===== config.mk =====
export PLATFORM = sky130hd
export DESIGN_NAME = uart_rx
export DESIGN_NICKNAME = d
export VERILOG_FILES = /design/src/rtl/uart_rx.sv
export SDC_FILE = /design/constraint.sdc
export NUM_CORES = 1
export LEC_CHECK = 0
export ABC_CLOCK_PERIOD_IN_PS = 3600
export BUFFER_PORTS_ARGS = -buffer_cell sky130_fd_sc_hd__buf_2
export CAP_MARGIN = 20
export CORE_MARGIN = 1.5
export CORE_UTILIZATION = 47
export CTS_BUF_LIST = sky130_fd_sc_hd__clkbuf_4
export DETAILED_ROUTE_END_ITERATION = 10
export GPL_TIMING_DRIVEN = 0
export PLACE_DENSITY = 0.62
export RECOVER_POWER = 50
export SYNTH_ARGS = -nofsm -noshare
export SYNTH_HDL_FRONTEND = slang
export SYNTH_SLANG_ARGS = --single-unit

===== constraint.sdc =====
create_clock -name clock -period 3.6 [get_ports clock]
set_input_delay 0.36 -clock clock [delete_from_list [all_inputs] [get_ports clock]]
set_output_delay 0.36 -clock clock [all_outputs]
set_load 0.03 [all_outputs]

===== src/rtl/uart_rx.sv =====
// Oversampling 8N1 UART receiver with a level-style rx_done handshake (high = idle/complete).
// Define UART_RX_PARITY_EN to receive 8E1 frames and flag parity errors in frame_error.
module uart_rx #(
  parameter int CLKS_PER_BIT = 434,
  parameter int SYNC_STAGES  = 2
) (
  input  logic       clock,
  input  logic       reset,
  input  logic       rx,
  output logic [7:0] rx_data,
  output logic       rx_done,
  output logic       frame_error
);

  localparam int CNT_W = $clog2(CLKS_PER_BIT);
  localparam logic [CNT_W-1:0] BIT_LAST  = CNT_W'(CLKS_PER_BIT - 1);
  localparam logic [CNT_W-1:0] HALF_LAST = CNT_W'(CLKS_PER_BIT / 2 - 1);

  localparam logic [2:0] ST_IDLE   = 3'd0;
  localparam logic [2:0] ST_START  = 3'd1;
  localparam logic [2:0] ST_DATA   = 3'd2;
  localparam logic [2:0] ST_PARITY = 3'd3;
  localparam logic [2:0] ST_STOP   = 3'd4;
  localparam logic [2:0] ST_BREAK  = 3'd5;

  logic [SYNC_STAGES-1:0] sync_q;
  logic                   rx_s;
  logic [2:0]             state;
  logic [CNT_W-1:0]       baud_cnt;
  logic [2:0]             bit_idx;
  logic [7:0]             shift_q;
  logic                   bit_tc;
  logic                   stop_error;

  // Preset to the idle level so leaving reset never looks like a start bit.
  always_ff @(posedge clock or negedge reset) begin
    if (!reset) begin
      sync_q <= '1;
    end else begin
      sync_q <= {sync_q[SYNC_STAGES-2:0], rx};
    end
  end

  assign rx_s   = sync_q[SYNC_STAGES-1];
  assign bit_tc = (baud_cnt == BIT_LAST);

`ifdef UART_RX_PARITY_EN
  logic parity_q;

  always_ff @(posedge clock or negedge reset) begin
    if (!reset) begin
      parity_q <= 1'b0;
    end else if (state == ST_PARITY && bit_tc) begin
      parity_q <= rx_s;
    end
  end

  assign stop_error = ~rx_s | (parity_q != ^shift_q);
`else
  assign stop_error = ~rx_s;
`endif

  always_ff @(posedge clock or negedge reset) begin
    if (!reset) begin
      state       <= ST_IDLE;
      baud_cnt    <= '0;
      bit_idx     <= 3'd0;
      shift_q     <= 8'h00;
      rx_data     <= 8'h00;
      rx_done     <= 1'b1;
      frame_error <= 1'b0;
    end else begin
      case (state)
        ST_IDLE: begin
          if (!rx_s) begin
            baud_cnt <= '0;
            state    <= ST_START;
          end
        end
        ST_START: begin
          // Re-check the line mid start bit to reject glitches.
          if (baud_cnt == HALF_LAST) begin
            baud_cnt <= '0;
            if (!rx_s) begin
              rx_done     <= 1'b0;
              frame_error <= 1'b0;
              bit_idx     <= 3'd0;
              state       <= ST_DATA;
            end else begin
              state <= ST_IDLE;
            end
          end else begin
            baud_cnt <= baud_cnt + 1'b1;
          end
        end
        ST_DATA: begin
          if (bit_tc) begin
            baud_cnt <= '0;
            shift_q  <= {rx_s, shift_q[7:1]};
            bit_idx  <= bit_idx + 3'd1;
            if (bit_idx == 3'd7) begin
`ifdef UART_RX_PARITY_EN
              state <= ST_PARITY;
`else
              state <= ST_STOP;
`endif
            end
          end else begin
            baud_cnt <= baud_cnt + 1'b1;
          end
        end
        ST_PARITY: begin
          if (bit_tc) begin
            baud_cnt <= '0;
            state    <= ST_STOP;
          end else begin
            baud_cnt <= baud_cnt + 1'b1;
          end
        end
        ST_STOP: begin
          if (bit_tc) begin
            baud_cnt    <= '0;
            rx_data     <= shift_q;
            rx_done     <= 1'b1;
            frame_error <= stop_error;
            state       <= rx_s ? ST_IDLE : ST_BREAK;
          end else begin
            baud_cnt <= baud_cnt + 1'b1;
          end
        end
        ST_BREAK: begin
          if (rx_s) begin
            state <= ST_IDLE;
          end
        end
        default: state <= ST_IDLE;
      endcase
    end
  end

endmodule


==> run_results.csv <==
group,metric,value,unit
clock_network,clkSinkCount,35,
global_route,grt_pass1_wl,5740,um
worst_setup_path,critPathTopFamily,"simple AND/OR/NAND/NOR gates",
synth,dominantRegCellSynth,"dfrtp_1",
run,drv_cap,1,
global_route,antenna_found_initial,0,
route,dr.pass1.iters,4,
layout,final_nets,181,
clock_network,cts_tree,"built",
route,antenna_left,0,
worst_hold_path,hp-class,"input port to flip-flop",
worst_setup_path,crit_required,3830,ps
synth,ys_warn_count,0,
clock_network,clock_path_buffers,2,
layout,diodes,0,
floorplanning,start_util,48.6,%
synth,ys_ff_latch,35,
worst_setup_path,critPathMaxStageDelay,420,ps
floorplanning,core,0.00363,mm2
sta,hold_viol,0,
power_and_ir_drop,seq_power_share,64.0,%
power_and_ir_drop,internal_power,0.479,mW
clock_network,cts_setup_buffers,0,
sta,grt_setup_unrepaired,"no",
floorplanning,die_y,64.3,um
worst_hold_path,holdPathStages,1,
worst_setup_path,worstPathCellList,"inv_1, ha_1, and4bb_2, nand4_1, buf_6, mux2_2",
layout,nFillCells,350,
layout,final_cell_area,0.00194,mm2
route,drt_iter0_markers,36,
route,route.detailed.drc,0,
floorplanning,rows,22,
global_route,grt_pass1_vias,1227,
clock_network,cts_buffers,5,
synth,synth_edf_count,0,
sta,drv_slew,36,
floorplanning,io_pins,13,
worst_setup_path,critPathCaptureType,"flip-flop",
synth,synthCells,154,
route,routed_wl,3270,um
worst_setup_path,critPathKind,"flip-flop to flip-flop",
power_and_ir_drop,power_density,319,mW/mm2
synth,syn_area_per_cell,11.5,um2
sta,max_freq,0.570,GHz
power_and_ir_drop,p_sw,0.140,mW
synth,syn-cell-area,0.00177,mm2
clock_network,cts_max_level,2,
power_and_ir_drop,p_comb_share,1.5,%
sta,setup_viol,0,
layout,regArea,880,um2
route,wl_per_cell,14.7,um
layout,multi_input_area,818,um2
global_route,overflow,0,
place,placed_area,0.00189,mm2
sta,min_period,1750,ps
place,port_buffers,12,
worst_setup_path,reg2reg_slack,1850,ps
worst_hold_path,hold_path_end,"sync_q[0]$_DFF_PN1_",
worst_setup_path,cp.arrival,1980,ps
worst_setup_path,r2r_end,"rx_data[5]$_DFFE_PN0P_",
sta,fin_worst_skew,9.10,ps
floorplanning,fp.dieArea,0.00413,mm2
sta,post-route-period-util,48.7,%
power_and_ir_drop,p_leak,0.954,nW
power_and_ir_drop,clkPwrFrac,34.5,%
clock_network,clock-root-buffer,"clkbuf_4",
sta,setup_tns,0,ps
global_route,grt_usage,18.4,%
worst_hold_path,hp-start,"rx",
layout,final_core_util,53.3,%
worst_setup_path,start_kind,"flip-flop",
place,gp_congestion,0.846,
sta,timing.slew.headroom,-25.7,%
worst_setup_path,crit_path_top_delay_cell,"dfrtp_1",
synth,yosysSeqAreaShare,49.8,%
worst_setup_path,cp_max_fo,10,
clock_network,path_clk_slew,100,ps
synth,synthArstFlopShare,100,%
status,violations,"capacitance limit, slew limit",
worst_setup_path,ff2ff_path_depth,6,
synth,syn_nets,162,
layout,drive_above_1_share,28.2,%
synth,ys_types,41,
layout,area_growth,9.78,%
floorplanning,die_w,64.3,um
route,viasPerCell,5.57,
place,dpl.hpwl,2290,um
worst_setup_path,path_buf_inv,2,
status,outcome,"finished with violations",
clock_network,clk_latency,340,ps
sta,tightest_slew,1890,ps
global_route,grt_max_degree,36,
clock_network,cts.repair.resized,0,
worst_setup_path,rr_startpoint,"baud_cnt[1]$_DFFE_PN0P_",
route,num_vias,1237,
power_and_ir_drop,swShare,22.6,%
clock_network,cts_hold_buffers,0,
power_and_ir_drop,vdd_ir_drop_max,0.000183,V
==> sequential cells by signal, indices dropped and copies added, names as in the netlist <==
signal / count
rx_done: 1
baud_cnt: 9
state: 3
shift_q: 8
sync_q: 2
frame_error: 1
rx_data: 8
bit_idx: 3
==> synthesized netlist by cell type (2+ instances only) <==
master | instances | area [um2]
o21ai_0 | 10 | 50.1
a22o_1 | 2 | 17.5
ha_1 | 5 | 62.6
nand2_1 | 19 | 71.3
mux2_2 | 13 | 146
mux2_4 | 3 | 45.0
nor3_1 | 2 | 10.0
o211ai_1 | 3 | 22.5
dfrtp_1 | 32 | 801
inv_1 | 7 | 26.3
o21ai_1 | 2 | 10.0
and4b_1 | 3 | 30.0
nor2b_1 | 3 | 18.8
nand4_1 | 2 | 12.5
nand3_1 | 6 | 30.0
and4bb_2 | 3 | 37.5
buf_6 | 3 | 33.8
a21boi_0 | 2 | 15.0
nor4_1 | 2 | 12.5
nor2_1 | 6 | 22.5
dfstp_2 | 3 | 78.8
a21oi_1 | 2 | 10.0
o22ai_1 | 3 | 18.8
==> placed cells by master, fill, tap and decap left out, types with 4 or more instances in the layout <==
master,count
buf_2,8
nand3_1,6
clkbuf_1,4
inv_1,7
dfrtp_1,32
nor2_1,6
ha_1,5
nand2_1,19
o21ai_0,10
clkbuf_4,6
mux2_2,13
==> how the worst max path moves through the flow <==
stage / startpoint / endpoint / slack, ps / depth (start not counted)
final: baud_cnt[1]$_DFFE_PN0P_ / rx_data[5]$_DFFE_PN0P_ / 1850 / 6
after global routing: reset / rx_data[4]$_DFFE_PN0P_ / 1670 / 1
after CTS: baud_cnt[1]$_DFFE_PN0P_ / rx_data[5]$_DFFE_PN0P_ / 1850 / 6
after detailed placement: baud_cnt[1]$_DFFE_PN0P_ / rx_data[5]$_DFFE_PN0P_ / 1870 / 6
after global placement: baud_cnt[0]$_DFFE_PN0P_ / bit_idx[1]$_DFFE_PN0P_ / 1880 / 6
after floorplan: baud_cnt[1]$_DFFE_PN0P_ / rx_data[1]$_DFFE_PN0P_ / 2010 / 6
==> routing by layer <==
layer	wire (um)	part of all wire (%)	track usage [%]	up-vias
met5	0	0	0	-
met4	77	2.4	9.57	0
met3	110	3.4	4.23	7
met2	1500	46	28.9	18
met1	1580	48	23.7	614
li1	-	-	-	598
==> worst register-to-register path, cell delays in order, from the launching register on <==
cell	delay (ps)
dfrtp_1	420
inv_1	90
ha_1	200
and4bb_2	280
nand4_1	140
buf_6	170
mux2_2	350
==> through the flow <==
step | setup WS (ps) | hold slack, ps | power, mW | std cells
4_1_cts | 1850 | 94.8 | 0.629 | 222
6_report | 1850 | 112 | 0.618 | 222
3_5_place_dp | 1870 | 350 | 0.413 | 214
3_3_place_gp | 1880 | 347 | 0.413 | 214
5_1_grt | 1670 | 83.3 | 0.646 | 222
2_1_floorplan | 2010 | 64.4 | 0.404 | 154
==> cell families (layout without fill, tap and decap cells) <==
logic type | count (synthesis) | after routing | synth area share [%]
muxes | 16 | 16 | 10.8
buffers and inverters | 11 | 31 | 3.83
adders and majority gates | 5 | 5 | 3.54
AOI/OAI and AO/OA | 30 | 30 | 12.1
and+or+nand+nor | 57 | 57 | 19.8
DFF | 35 | 35 | 49.8
==> power groups by stage <==
stage / clock (mW) / sequential (mW) / combinational, mW
final: 0.213 / 0.396 / 0.00901
after global routing: 0.239 / 0.396 / 0.0107
after CTS: 0.223 / 0.396 / 0.00991
after detailed placement: 0 / 0.403 / 0.00994
after global placement: 0 / 0.403 / 0.00956
after floorplan: 0 / 0.403 / 0.000661
==> cell type report <==
class                      count  area share, %
sequential                    35           45.4
buffer                         4           2.13
clock inverter                 2          0.646
inverter                       7           1.36
tap                           48           3.10
clock buffer                   6           2.32
multi-input combinational    108           42.2
timing repair buffer          12           2.84
Power figures use the tool's default switching activity.
